## config.mk

```make
export PLATFORM = sky130hd
export DESIGN_NAME = uart_receiver
export DESIGN_NICKNAME = d
export VERILOG_FILES = /design/src/rtl/uart_pkg.sv /design/src/rtl/uart_sync2.sv /design/src/rtl/uart_receiver.sv
export SDC_FILE = /design/constraint.sdc
export NUM_CORES = 1
export LEC_CHECK = 0
export CORE_MARGIN = 4
export CORE_UTILIZATION = 54
export DETAILED_ROUTE_END_ITERATION = 10
export PLACE_DENSITY = 0.77
export SLEW_MARGIN = 20
export SYNTH_ARGS = -nofsm -noshare
export SYNTH_HDL_FRONTEND = slang
export SYNTH_SLANG_ARGS = --single-unit
```

## constraint.sdc

```tcl
create_clock -name Clock -period 1.8 [get_ports Clock]
set_input_delay 0.36 -clock Clock [delete_from_list [all_inputs] [get_ports Clock]]
set_output_delay 0.36 -clock Clock [all_outputs]
set_load 0.01 [all_outputs]
```

## src/rtl/uart_pkg.sv

```systemverilog
// Shared UART definitions: receiver state encoding and the default frame
// geometry used by the transmitter, receiver and baud-rate generator.
package uart_pkg;

    localparam int unsigned UART_DATA_BITS  = 8;
    localparam int unsigned UART_OVERSAMPLE = 16;

    typedef enum logic [2:0] {
        IDLE  = 3'd0,
        START = 3'd1,
        DATA  = 3'd2,
        STOP  = 3'd3,
        BREAK = 3'd4
    } rx_state_t;

endpackage

```

## src/rtl/uart_sync2.sv

```systemverilog
// Two-flop synchroniser for an asynchronous single-bit input.
module uart_sync2 #(
    parameter logic RESET_VALUE = 1'b1
) (
    input  logic Clock,
    input  logic ResetN,
    input  logic asyncIn,
    output logic syncOut
);

    logic meta;

    // Two back-to-back flops; both preset to the line's idle level.
    always_ff @(posedge Clock) begin
        if (!ResetN) begin
            meta    <= RESET_VALUE;
            syncOut <= RESET_VALUE;
        end else begin
            meta    <= asyncIn;
            syncOut <= meta;
        end
    end

endmodule

```

## src/rtl/uart_receiver.sv

```systemverilog
// UART receive stage: 8N1-style framing, LSB first, mid-bit sampling on the
// oversample strobe, one-entry output register with valid/ack handshake.
module uart_receiver
    import uart_pkg::*;
#(
    parameter int unsigned DATA_BITS  = UART_DATA_BITS,
    parameter int unsigned OVERSAMPLE = UART_OVERSAMPLE
) (
    input  logic                 Clock,
    input  logic                 ResetN,
    input  logic                 Tick,
    input  logic                 Rx,
    input  logic                 RxAck,
    output logic [DATA_BITS-1:0] DataOut,
    output logic                 RxValid,
    output logic                 FrameError,
    output logic                 Overrun
);

    localparam int unsigned TICK_W = $clog2(OVERSAMPLE);
    localparam logic [TICK_W-1:0] HALF_LAST = TICK_W'(OVERSAMPLE / 2 - 1);
    localparam logic [TICK_W-1:0] FULL_LAST = TICK_W'(OVERSAMPLE - 1);
    localparam logic [2:0]        BIT_LAST  = 3'(DATA_BITS - 1);

    logic                 rxS;
    rx_state_t            stateQ, stateD;
    logic [TICK_W-1:0]    tickQ, tickD;
    logic [2:0]           bitQ, bitD;
    logic [DATA_BITS-1:0] shiftQ, shiftD;
    logic [DATA_BITS-1:0] dataD;
    logic                 validD, frameErrD, overrunD, deliver;

    uart_sync2 #(
        .RESET_VALUE(1'b1)
    ) u_rx_sync (
        .Clock  (Clock),
        .ResetN (ResetN),
        .asyncIn(Rx),
        .syncOut(rxS)
    );

    // State, counters, shift register and output register.
    always_ff @(posedge Clock) begin
        if (!ResetN) begin
            stateQ     <= IDLE;
            tickQ      <= '0;
            bitQ       <= '0;
            shiftQ     <= '0;
            DataOut    <= '0;
            RxValid    <= 1'b0;
            FrameError <= 1'b0;
            Overrun    <= 1'b0;
        end else begin
            stateQ     <= stateD;
            tickQ      <= tickD;
            bitQ       <= bitD;
            shiftQ     <= shiftD;
            DataOut    <= dataD;
            RxValid    <= validD;
            FrameError <= frameErrD;
            Overrun    <= overrunD;
        end
    end

    // Frame sequencing, sampling and host handshake.
    always_comb begin
        stateD    = stateQ;
        tickD     = tickQ;
        bitD      = bitQ;
        shiftD    = shiftQ;
        dataD     = DataOut;
        validD    = RxValid;
        frameErrD = 1'b0;
        overrunD  = 1'b0;
        deliver   = 1'b0;

        case (stateQ)
            IDLE: begin
                if (!rxS) begin
                    stateD = START;
                    tickD  = '0;
                end
            end
            START: begin
                if (Tick) begin
                    if (tickQ == HALF_LAST) begin
                        // Still low at mid start bit: genuine frame, else a glitch.
                        if (!rxS) begin
                            stateD = DATA;
                            tickD  = '0;
                            bitD   = '0;
                        end else begin
                            stateD = IDLE;
                        end
                    end else begin
                        tickD = tickQ + 1'b1;
                    end
                end
            end
            DATA: begin
                if (Tick) begin
                    if (tickQ == FULL_LAST) begin
                        // LSB arrives first, so shifting right leaves it at bit 0.
                        shiftD = (shiftQ >> 1) | (DATA_BITS'(rxS) << (DATA_BITS - 1));
                        tickD  = '0;
                        if (bitQ == BIT_LAST) begin
                            stateD = STOP;
                        end else begin
                            bitD = bitQ + 1'b1;
                        end
                    end else begin
                        tickD = tickQ + 1'b1;
                    end
                end
            end
            STOP: begin
                if (Tick) begin
                    if (tickQ == FULL_LAST) begin
                        tickD = '0;
                        if (rxS) begin
                            deliver = 1'b1;
                            stateD  = IDLE;
                        end else begin
                            frameErrD = 1'b1;
                            stateD    = BREAK;
                        end
                    end else begin
                        tickD = tickQ + 1'b1;
                    end
                end
            end
            BREAK: begin
                // A held-low line must return high before a new start is accepted.
                if (rxS) begin
                    stateD = IDLE;
                end
            end
            default: begin
                stateD = IDLE;
            end
        endcase

        if (deliver) begin
            dataD    = shiftQ;
            validD   = 1'b1;
            overrunD = RxValid && !RxAck;
        end else if (RxValid && RxAck) begin
            validD = 1'b0;
        end
    end

endmodule
```

# ---- After elaboration in Yosys (flattened, before gate mapping)
# Index checks and enable logic that the tools add are counted.
dict set report totals {
  regBits 31
  output_inout_bits 11
}
dict set report op_classes {
  addsub 2
  n_eq_ne 19
  mux 32
  bitwise 1
  reduce_logical 14
}
# cell n
set op_table {}
lappend op_table {{$mux 3} 16}
lappend op_table {{$mux 4} 5}
lappend op_table {{$ne 2x2->1 const B} 10}
lappend op_table {{$pmux 3 s5} 1}
lappend op_table {{$pmux 4 s3} 1}
lappend op_table {{$reduce_and 9->1} 1}
lappend op_table {{$or 7x8->8} 1}
lappend op_table {{$mux 1} 7}
lappend op_table {{$reduce_and 7->1} 1}
lappend op_table {{$eq 3x2->1 const B} 2}
lappend op_table {{$eq 3x3->1 const B} 2}
lappend op_table {{$pmux 3 s2} 1}
lappend op_table {{$reduce_and 3->1} 2}
lappend op_table {{$add 4x1->4 const B} 1}
lappend op_table {{$eq 4x3->1 const B} 1}
lappend op_table {{$eq 4x4->1 const B} 1}
lappend op_table {{$ne 2x1->1 const B} 2}
lappend op_table {{$reduce_and 4->1} 1}
lappend op_table {{$reduce_bool 2->1} 2}
lappend op_table {{$add 3x1->3 const B} 1}
lappend op_table {{$eq 3x1->1 const B} 1}
lappend op_table {{$logic_not 3->1} 1}
lappend op_table {{$reduce_bool 3->1} 1}
lappend op_table {{$logic_and 1x1->1} 2}
lappend op_table {{4 further kinds} 4}

# ---- Longest topological paths before layout
# Gate-level depths: netlist of run 1.
dict set report logic_depth {
  depth_word 5
  ltp_mapped 6
  depth_no_buf 5
}

# ---- Cells and area by module
# A second synthesis of run 1 with hierarchy kept.
dict set report hier_totals {
  cells_unflattened 146
  area_unflattened_um2 1457.6
}
# mod instances cells_per_inst area_per_inst_um2 seq_area_each_um2
set by_module_without_submodules {}
lappend by_module_without_submodules {uart_receiver 1 142 1405.1 580.6}
lappend by_module_without_submodules {uart_sync2 1 4 52.6 40.0}

# ---- Worst setup path after synthesis of run 1
# Ideal clock, no wire load.
dict set report synth_timing {
  path_type {flip-flop to flip-flop}
  startpoint {register tickQ[0]}
  endpoint {register DataOut[0]}
  arrival_time_ns 1.361
  required_time_ns 1.672
  path_slack_ns 0.311
  stages_incl_launch_ff 7
  path_buffers 1
  synth_period_minus_slack_ns 1.489
  cell_sequence {dfxtp_1 ha_1 and4_1 nand4_1 buf_2 mux2i_1 nor2_1}
}
dict set report synth_via {
  elab_chain_len 4
}
# item line_no
set synth_lines {}
lappend synth_lines {{start, declared} uart_receiver.sv:27} ;# logic [TICK_W-1:0] tickQ, tickD;
lappend synth_lines {{start signal, assigned} uart_receiver.sv:55} ;# tickQ <= tickD;
lappend synth_lines {{$eq 4x4->1} uart_receiver.sv:118} ;# if (tickQ == FULL_LAST) begin
lappend synth_lines {{$mux 1} uart_receiver.sv:118}
lappend synth_lines {{$mux 1} uart_receiver.sv:117} ;# if (Tick) begin
lappend synth_lines {{$mux 1} uart_receiver.sv:77} ;# case (stateQ)
lappend synth_lines {{end signal, assigned} uart_receiver.sv:58} ;# DataOut <= dataD;
lappend synth_lines {{end, declared} uart_receiver.sv:14} ;# output logic [DATA_BITS-1:0] DataOut,
# Every way passes these cells.
# A chain may end at the register's enable or synchronous reset.

# ---- Worst setup path after layout of run 1
dict set report layout_timing {
  startpoint {register tickQ[0]}
  endpoint {register tickQ[0]}
}
dict set report layout_via {
  elab_chain_len 4
}
# item line_no
set layout_lines {}
lappend layout_lines {{$add 4x1->4, or another cell as far along} {uart_receiver.sv:96, uart_receiver.sv:112, uart_receiver.sv:128}}
lappend layout_lines {{$mux 4 (on tied branches)} {uart_receiver.sv:102, uart_receiver.sv:118, uart_receiver.sv:86}}
lappend layout_lines {{$mux 4 (on tied branches)} {uart_receiver.sv:117, uart_receiver.sv:85}}
lappend layout_lines {{$pmux 4 s3 *} uart_receiver.sv:77}
# Mark *: on every way between the ends. The rest lies on a longest branch, timed or not. The select of a mux whose other input is x is not followed.

==> results.cfg, run 1 <==
[outcome]
status = complete, no violations

[sta]
worst_pin_slew_ps = 346
max_slew_margin = 0.766
fin_crit_sh = 0.913
fmaxAchievable_ghz = 0.608
hold_violations = 0
setup_violations = 0
finalCriticalPeriod_ps = 1640
final_max_slew_viol_count = 0
grt_setup_unrepaired = false
fin_tns_setup_ps = 0
worst_clock_skew_ps = 8.24

[clock_network]
cts_resized = 0
cts_tree = yes
htree_levels = 2
cts_root_buf = clkbuf_4
clockBufferDepth = 2
numCtsBuffers = 5
clk_latency_ps = 320
hold_buffers = 0
cts_setup_buffers = 0
path_clk_slew_ps = 90
numClockSinks = 31

[global_route]
antenna_found_initial = 0
grt_pass1_vias = 968
grt_max_degree = 19
grt_use_total = 0.176
grt_overflow_total = 0
grt_pass1_wl_um = 4500

[power_and_ir_drop]
internal-power_uw = 999
power_frac_seq = 0.554
ir_drop_v = 0.000690
switching_share = 0.204
comb_power_share = 0.040
power_per_cell_area_mw_per_mm2 = 777
p_switching_uw = 256
clkPwrFrac = 0.406
p_leak_nw = 0.694
power_mw = 1.26

[final_layout]
nNetsFinal = 168
post-route-util = 0.703
final_cells = 188
antenna_cells = 0
syn_to_final_growth_pct = 19.3
fin_area_sq_mm = 0.00162
final_layout_size_suffix_gt1_frac = 0.131

[worst_setup_path]
rrSetupSlack_ps = 160
critPathTopFamily = compound AO/OA/AOI/OAI gates
worst-path-buf-inv = 0
slowest_stage = dfxtp_1
slowest_delay_ps = 390
worstSetupEndpointType = flop
crit_path_max_fanout = 7
worstSetupPathType = flop to flop
path_cells = ha_1 > nand3b_1 > a221o_1 > a21oi_2 > mux2_2
startpoint_type = flop
cp.required_ps = 2070
crit_arrival_ps = 1920

[floorplanning]
start_util = 0.589
die_area_sq_mm = 0.00337
rows = 17
core_sq_mm = 0.00230
die_h_um = 58.1
io_pins = 16
die_w_um = 58.1

[yosys]
synth.distinct_cells = 41
yosysMostFrequentCell = dfxtp_1
synth-main-ff-cell = dfxtp_1
synth_top_area_share = 0.458
async_reset_ff_frac = 0
synth-seq-cells = 31
syn_area_sq_mm = 0.00135
synth_edf_count = 0
syn_avg_cell_area_sq_um = 9.74
netlist_instances = 139
synth_nets = 147
synth_top_cells_by_count = dfxtp_1 (31), nor2_1 (20), mux2i_1 (19)
synth.area.top_cells = dfxtp_1 (46%), mux2i_1 (14%), nor2_1 (5.5%), nand2_1 (3.6%), ha_1 (2.8%)
synth_area_leader_cell = dfxtp_1
synth_warnings = 0
synth-seq-area-share = 0.458

[route]
vias = 1056
drtAntennaViolNets = 0
drcViolationCount = 0
wirelength_um = 2500
routed_via_density = 5.62
drtIter0Drc = 38
first_pass_iters = 4
avgRoutedWirePerCell_um = 13.3

[min_path]
hold_class = flop to flop

[placement]
hpwl_um = 1780
port_buffers = 15
place_congestion = 0.835
placed_cell_area_sq_mm = 0.00154
dp_cells = 181

[job]
maxCapViolations = 0
layout by cell type (no fill, tap or decap), drive strengths merged, types with 2 or more instances in the layout:
cell	n
dfxtp	31
nor2	21
mux2i	19
clkdlybuf4s50	15
nand2	13
buf	6
a21oi	6
clkbuf	6
inv	3
nand2b	3
ha	3
nor3	3
nand3b	2
nor3b	2
nand3	2
nor4b	2
nand4	2
o21ai	2
or3	2
flip-flops by register name, indices dropped and copies added, names as in the netlist:
name,flops
bitQ,3
FrameError,1
stateQ,3
tickQ,4
DataOut,8
Overrun,1
RxValid,1
shiftQ,8
u_rx_sync.meta,1
u_rx_sync.syncOut,1
final cells by class:
cell class | instances | area [sq um]
Clock buffer | 6 | 41.3
Sequential cell | 31 | 621
Multi-Input combinational cell | 98 | 682
Inverter | 3 | 11.3
Clock inverter | 1 | 30.0
Timing Repair Buffer | 21 | 195
Tap cell | 28 | 35.0
Fill cell | 177 | 682
final timing paths:
check                               startpoint                end  cells after the start
worst max-delay path                  tickQ[0]           tickQ[0]                      5
worst min-delay path            u_rx_sync.meta  u_rx_sync.syncOut                      1
worst max register to register        tickQ[0]           tickQ[0]                      5
worst min register to register  u_rx_sync.meta  u_rx_sync.syncOut                      1
cell families (layout without fill, tap and decap cells):
kind of cell               after synthesis  after routing  share of synthesized area
and+or+nand+nor                         59             59                      0.242
AOI/OAI and AO/OA                       16             16                     0.0850
DFF                                     31             31                      0.458
adders and majority gates                3              3                     0.0277
buffers and inverters                   10             31                     0.0379
muxes                                   20             20                      0.149
per-stage QoR:
step,setup WS [ps],hold slack [ps]
6_report,156,414
5_1_grt,31.6,432
4_1_cts,176,416
3_5_place_dp,23.4,394
3_3_place_gp,35.5,392
2_1_floorplan,311,386
routing by layer:
metal,track usage,wire [um],vias to the layer above
met2,0.252,1090,27
met4,0.103,50,0
met3,0.0512,139,4
li1,-,-,529
met1,0.233,1220,496
met5,0,0,-
power groups by stage:
stage                     Clock (mW)  Sequential [mW]  Combinational (mW)
after global routing           0.558            0.696              0.0550
final                          0.510            0.695              0.0499
after global placement             0            0.711              0.0482
after CTS                      0.519            0.695              0.0495
after floorplan                    0            0.708              0.0338
after detailed placement           0            0.711              0.0492
Note: power is estimated with default switching activity, not from simulation.
==> inputs of run 2 (changes only) <==
- CORE_UTILIZATION: 54 -> 49
- PLACE_DENSITY: 0.77 -> 0.71
==> run 2 against run 1 <==
Register-to-register slack barely moved. Die area rose by 8.8%. Wire length grew 0.56%. Fmax up 0.69%. Flip-flop and latch count unchanged.
==> results.cfg, run 2 (synthesized netlist as in run 1, its figures left out) <==
[outcome]
status = complete, no violations

[route]
first_pass_iters = 4
wirelength_um = 2510
routed_via_density = 5.61
drt-met1-wl_um = 1200
drtAntennaViolNets = 0
met2_length_um = 1080
highest_layer = met4
vias = 1065
drtIter0Drc = 45
drcViolationCount = 0
dr_wl_met3_um = 174
avgRoutedWirePerCell_um = 13.2

[clock_network]
clk_latency_ps = 330
htree_levels = 2
path_clk_slew_ps = 80
cts_setup_buffers = 0
numClockSinks = 31
hold_buffers = 0
cts_resized = 0
cts_tree = yes
numCtsBuffers = 5
clockBufferDepth = 2
cts_root_buf = clkbuf_4

[placement]
hpwl_um = 1800
port_buffers = 15
place_congestion = 0.923
placed_cell_area_sq_mm = 0.00155

[final_layout]
nNetsFinal = 168
antenna_cells = 0
final_layout_size_suffix_gt1_frac = 0.138
syn_to_final_growth_pct = 18.4
mostFrequentLayoutCell = dfxtp_1
top_regs = DataOut (8), shiftQ (8), tickQ (4)
fillers = 215
fin_area_sq_mm = 0.00160
multi_input_area_sq_um = 682
final_cell_mix = dfxtp_1 (31), nor2_1 (20), mux2i_1 (19)
final-seq-area_sq_um = 621
post-route-util = 0.630

[sta]
fin_crit_sh = 0.907
fmaxAchievable_ghz = 0.612
finalCriticalPeriod_ps = 1630
final_max_slew_viol_count = 0
worst_pin_slew_ps = 288
grt_setup_unrepaired = false
worst_clock_skew_ps = 8.82
hold_violations = 0
setup_violations = 0
max_slew_margin = 0.805

[worst_setup_path]
worstSetupEndpointType = flop
crit_arrival_ps = 1910
slowest_delay_ps = 380
worstSetupPathType = flop to flop
startpoint_type = flop
slowest_stage = dfxtp_1
cp.required_ps = 2070
crit_path_max_fanout = 7
path_cells = ha_1 > nand3b_1 > a221o_1 > a21oi_2 > mux2_2

[floorplanning]
die_w_um = 60.6
start_util = 0.532
die_area_sq_mm = 0.00367
io_pins = 16
rows = 18
core_sq_mm = 0.00254
die_h_um = 60.6

[min_path]
hold_class = flop to flop

[job]
maxCapViolations = 0

[power_and_ir_drop]
p_leak_nw = 0.689
ir_drop_v = 0.000649
power_per_cell_area_mw_per_mm2 = 722

[global_route]
grt_overflow_total = 0
grt_max_degree = 19
antenna_found_initial = 0
grt_pass1_vias = 950
grt_pass1_wl_um = 4080
grt_use_total = 0.152
==> run 2: changes by cell type in the layout (fill, tap and decap cells not counted) <==
cell and change:
clkbuf_8 +1, bufinv_16 -1, clkbuf_1 -1, clkinv_2 +1
==> run 2: per-layer routing <==
metal	vias to the layer above	global-route usage
met2	43	0.218
met5	-	0
met4	0	0.0743
li1	531	-
met3	11	0.0638
met1	480	0.197
==> run 2: final cells by class <==
| type | instances | share of cell area |
|---|---|---|
| multi-input combinational | 98 | 0.425 |
| sequential | 31 | 0.387 |
| timing repair buffer | 21 | 0.122 |
| clock buffer | 6 | 0.0320 |
| tap | 30 | 0.0234 |
| inverter | 3 | 0.00703 |
| clock inverter | 1 | 0.00312 |
==> run 2: power breakdown <==
part           internal (mW)  leakage (nW)  total (mW)  switching [mW]
sequential             0.689         0.250       0.695         0.00589
clock                  0.181        0.0341       0.411           0.231
combinational         0.0250         0.405      0.0509          0.0260
total                  0.895         0.689        1.16           0.263
==> run 2: critical path, delay by kind of cell, from the launching register on <==
| family | cells | cell delay, ps |
|---|---|---|
| mux | 1 | 170 |
| compound gates | 2 | 570 |
| simple gates | 1 | 140 |
| flops | 1 | 380 |
| fa+ha+maj | 1 | 320 |
==> run 2: path summary, 6_finish.rpt <==
| check | startpoint | endpoint | slack, ps | depth (start not counted) |
|---|---|---|---|---|
| min reg2reg | u_rx_sync.meta | u_rx_sync.syncOut | 410 | 1 |
| max | tickQ[0] | tickQ[0] | 170 | 5 |
| min | u_rx_sync.meta | u_rx_sync.syncOut | 410 | 1 |
| max reg2reg | tickQ[0] | tickQ[0] | 170 | 5 |
==> run 2: stage by stage <==
step / TNS, ps / worst slack, ps / power (mW) / hold WS, ps / std cells
after floorplan: 0 / 311 / 0.742 / 386 / 139
after global placement: 0 / 33.6 / 0.761 / 393 / 183
after detailed placement: -22.7 / -22.7 / 0.762 / 398 / 183
after CTS: 0 / 159 / 1.17 / 419 / 190
after global routing: 0 / 54.4 / 1.21 / 460 / 190
final: 0 / 167 / 1.16 / 414 / 190
==> variant: new RTL, config.mk and constraints of run 1 <==
Encoding of `rx_state_t`: now one-hot (5 bits for 5 states).
--- a/src/rtl/uart_pkg.sv
+++ b/src/rtl/uart_pkg.sv
@@ -6,10 +6,10 @@
     localparam int unsigned UART_OVERSAMPLE = 16;
 
-    typedef enum logic [2:0] {
-        IDLE  = 3'd0,
-        START = 3'd1,
-        DATA  = 3'd2,
-        STOP  = 3'd3,
-        BREAK = 3'd4
+    typedef enum logic [4:0] {
+        IDLE  = 5'b00001,
+        START = 5'b00010,
+        DATA  = 5'b00100,
+        STOP  = 5'b01000,
+        BREAK = 5'b10000
     } rx_state_t;
 
Check against the original RTL: same outputs for any inputs over 10 cycles, from zero or initial values and one cycle with ResetN low; not proved beyond that.
==> variant against run 1 <==
- the run now ends with setup timing left
- hold slack better by 0.016 ns
- final area rose by 32%
- worst setup slack got worse by 0.20 ns
- area after synthesis increased by 18%
- routed wire length rose by 55%
- maximum frequency shrank 11%
- core utilization is 6.5 points higher
- sequential cell count increased by 2
- sequential share of layout area is 7.1 points lower
- critical endpoint is now bitQ[1]
- largest cell class unchanged
Power is not compared: it rests on default switching activity, and its combinational part moved more than twofold at a synthesized area within 25%.
==> variant: results <==
metrics = {
    "routing": {
        "drtPass1Iterations": 4,
        "top_layer": "met4",
        "drt-initial-drc-count": 86,
        "wl_met3_um": 216,
        "totalWireLength_mm": 3.866,
        "wl_met2_mm": 1.982,
        "vias": 1460,
        "viasPerCell": 5.840,
        "wl_met1_mm": 1.598,
    },
    "synthesis": {
        "avgSynthCellArea_sq_um": 9.064,
        "synthArstFlopShare_pct": 0,
        "syn_nets": 184,
        "ys_types": 46,
        "seq_area_frac_synth_pct": 41.41,
        "ys_warn_count": 0,
        "ys_ff_latch": 33,
        "ys_top_cells_by_area": "dfxtp_1 41%, mux2i_1 13%, nor2_1 7.1%",
        "synth_common_cells": "33 x dfxtp_1, 30 x nor2_1, 21 x mux2i_1, 10 x nand2_1, 8 x nand2b_1",
    },
    "placed_design": {
        "placed_area_sq_um": 1968,
        "pre_cts_ws_ns": -0.08825,
        "place_inst": 238,
        "gp_congestion": 0.9674,
        "hpwlAfterDp_mm": 2.737,
    },
    "grt": {
        "use_met1_pct": 22.35,
        "grt_use_met3_pct": 6.306,
        "first_global_vias": 1408,
        "grt_use_total_pct": 19.96,
        "grt_pass1_wl_mm": 6.313,
        "grt_use_met2_pct": 35.49,
        "grt_max_degree": 22,
    },
    "final_layout": {
        "comb.multi_input.count": 128,
        "final_nets": 226,
        "final_area_sq_um": 2137,
        "register_area_sq_um": 669.4,
        "num_antenna_cells": 0,
        "n_fill_cell": 198,
        "signal_buffers": 47,
        "clk_share_pct": 3.279,
        "multi_input_area_share_pct": 44.20,
        "drive_above_1_share_pct": 30.14,
        "largestRegisters": "DataOut x8, shiftQ x8, stateQ x5",
        "buf_share_pct": 18.85,
        "clkbuf_count": 7,
    },
    "worst_setup_path": {
        "cp_max_fo": 5,
        "cpLargestDelayFamily": "simple AND/OR/NAND/NOR gates",
        "cp.arrival_ns": 2.07,
        "crit_slowest_cell": "or4_4",
        "cpPeakStageDelay_ns": 0.51,
    },
    "timing": {
        "setup_slack_ns": -0.04791,
        "worst_pin_slew_ns": 0.3079,
        "finalSetupViolCount": 4,
        "finalSetupTns_ns": -0.1339,
        "clock_skew_ns": 0.005068,
        "hold_violations": 0,
    },
    "floorplanning": {
        "core_area_sq_um": 2781,
    },
    "run_status": {
        "failed_checks": "setup timing",
        "outcome": "finished, violations left",
    },
    "pwr": {
        "ir_worst_vdd_uv": 742.3,
    },
    "cts": {
        "clockBufferDepth": 2,
    },
}
## variant: cell types whose count changed after synthesis, moves of 2 or more
cell	run 1	this run
and3_1	1	5
nand3_1	2	5
mux2i_1	19	21
nor4b_1	2	0
dfxtp_1	31	33
clkbuf_1	0	7
nand2b_1	3	8
nand2_1	13	10
nor3_1	2	5
nor2_1	20	30
## variant: cells by family (layout without fill, tap and decap cells)
group                      count (synthesis)  count (layout)  share of synthesized area, %
xor gates and xnor gates                   1               1                        0.5491
buffers and inverters                     15              58                         3.922
adders and majority gates                  3               3                         2.353
AOI/OAI and AO/OA                         25              25                         12.32
DFF                                       33              33                         41.41
muxes                                     23              23                         14.82
and+or+nand+nor                           76              76                         24.63
## variant: power by group through the flow
stage	combinational, uW	clock (uW)	sequential, uW
2_1_floorplan	272	0	781
3_3_place_gp	441	0	783
3_5_place_dp	453	0	786
4_1_cts	462	475	772
5_1_grt	580	505	776
6_report	545	461	772
## variant: path summary, 6_finish.rpt
| path | from | end | slack [ns] | cells after the start |
|---|---|---|---|---|
| setup / recovery | stateQ[4] | bitQ[1] | -0.05 | 5 |
| setup reg to reg | stateQ[4] | bitQ[1] | -0.05 | 5 |
| hold / removal | u_rx_sync.meta | u_rx_sync.syncOut | 0.43 | 1 |
| hold reg to reg | u_rx_sync.meta | u_rx_sync.syncOut | 0.43 | 1 |
## variant: timing repair
action / 4_1_cts / 5_1_grt
resized for setup: 6 / 14
buffers inserted: 2 / 2
hold endpoints to repair: 0 / 0
cloned: 0 / 0
pin swaps: 3 / 6
hold buffers: 0 / 0
setup endpoints to repair: 9 / 14
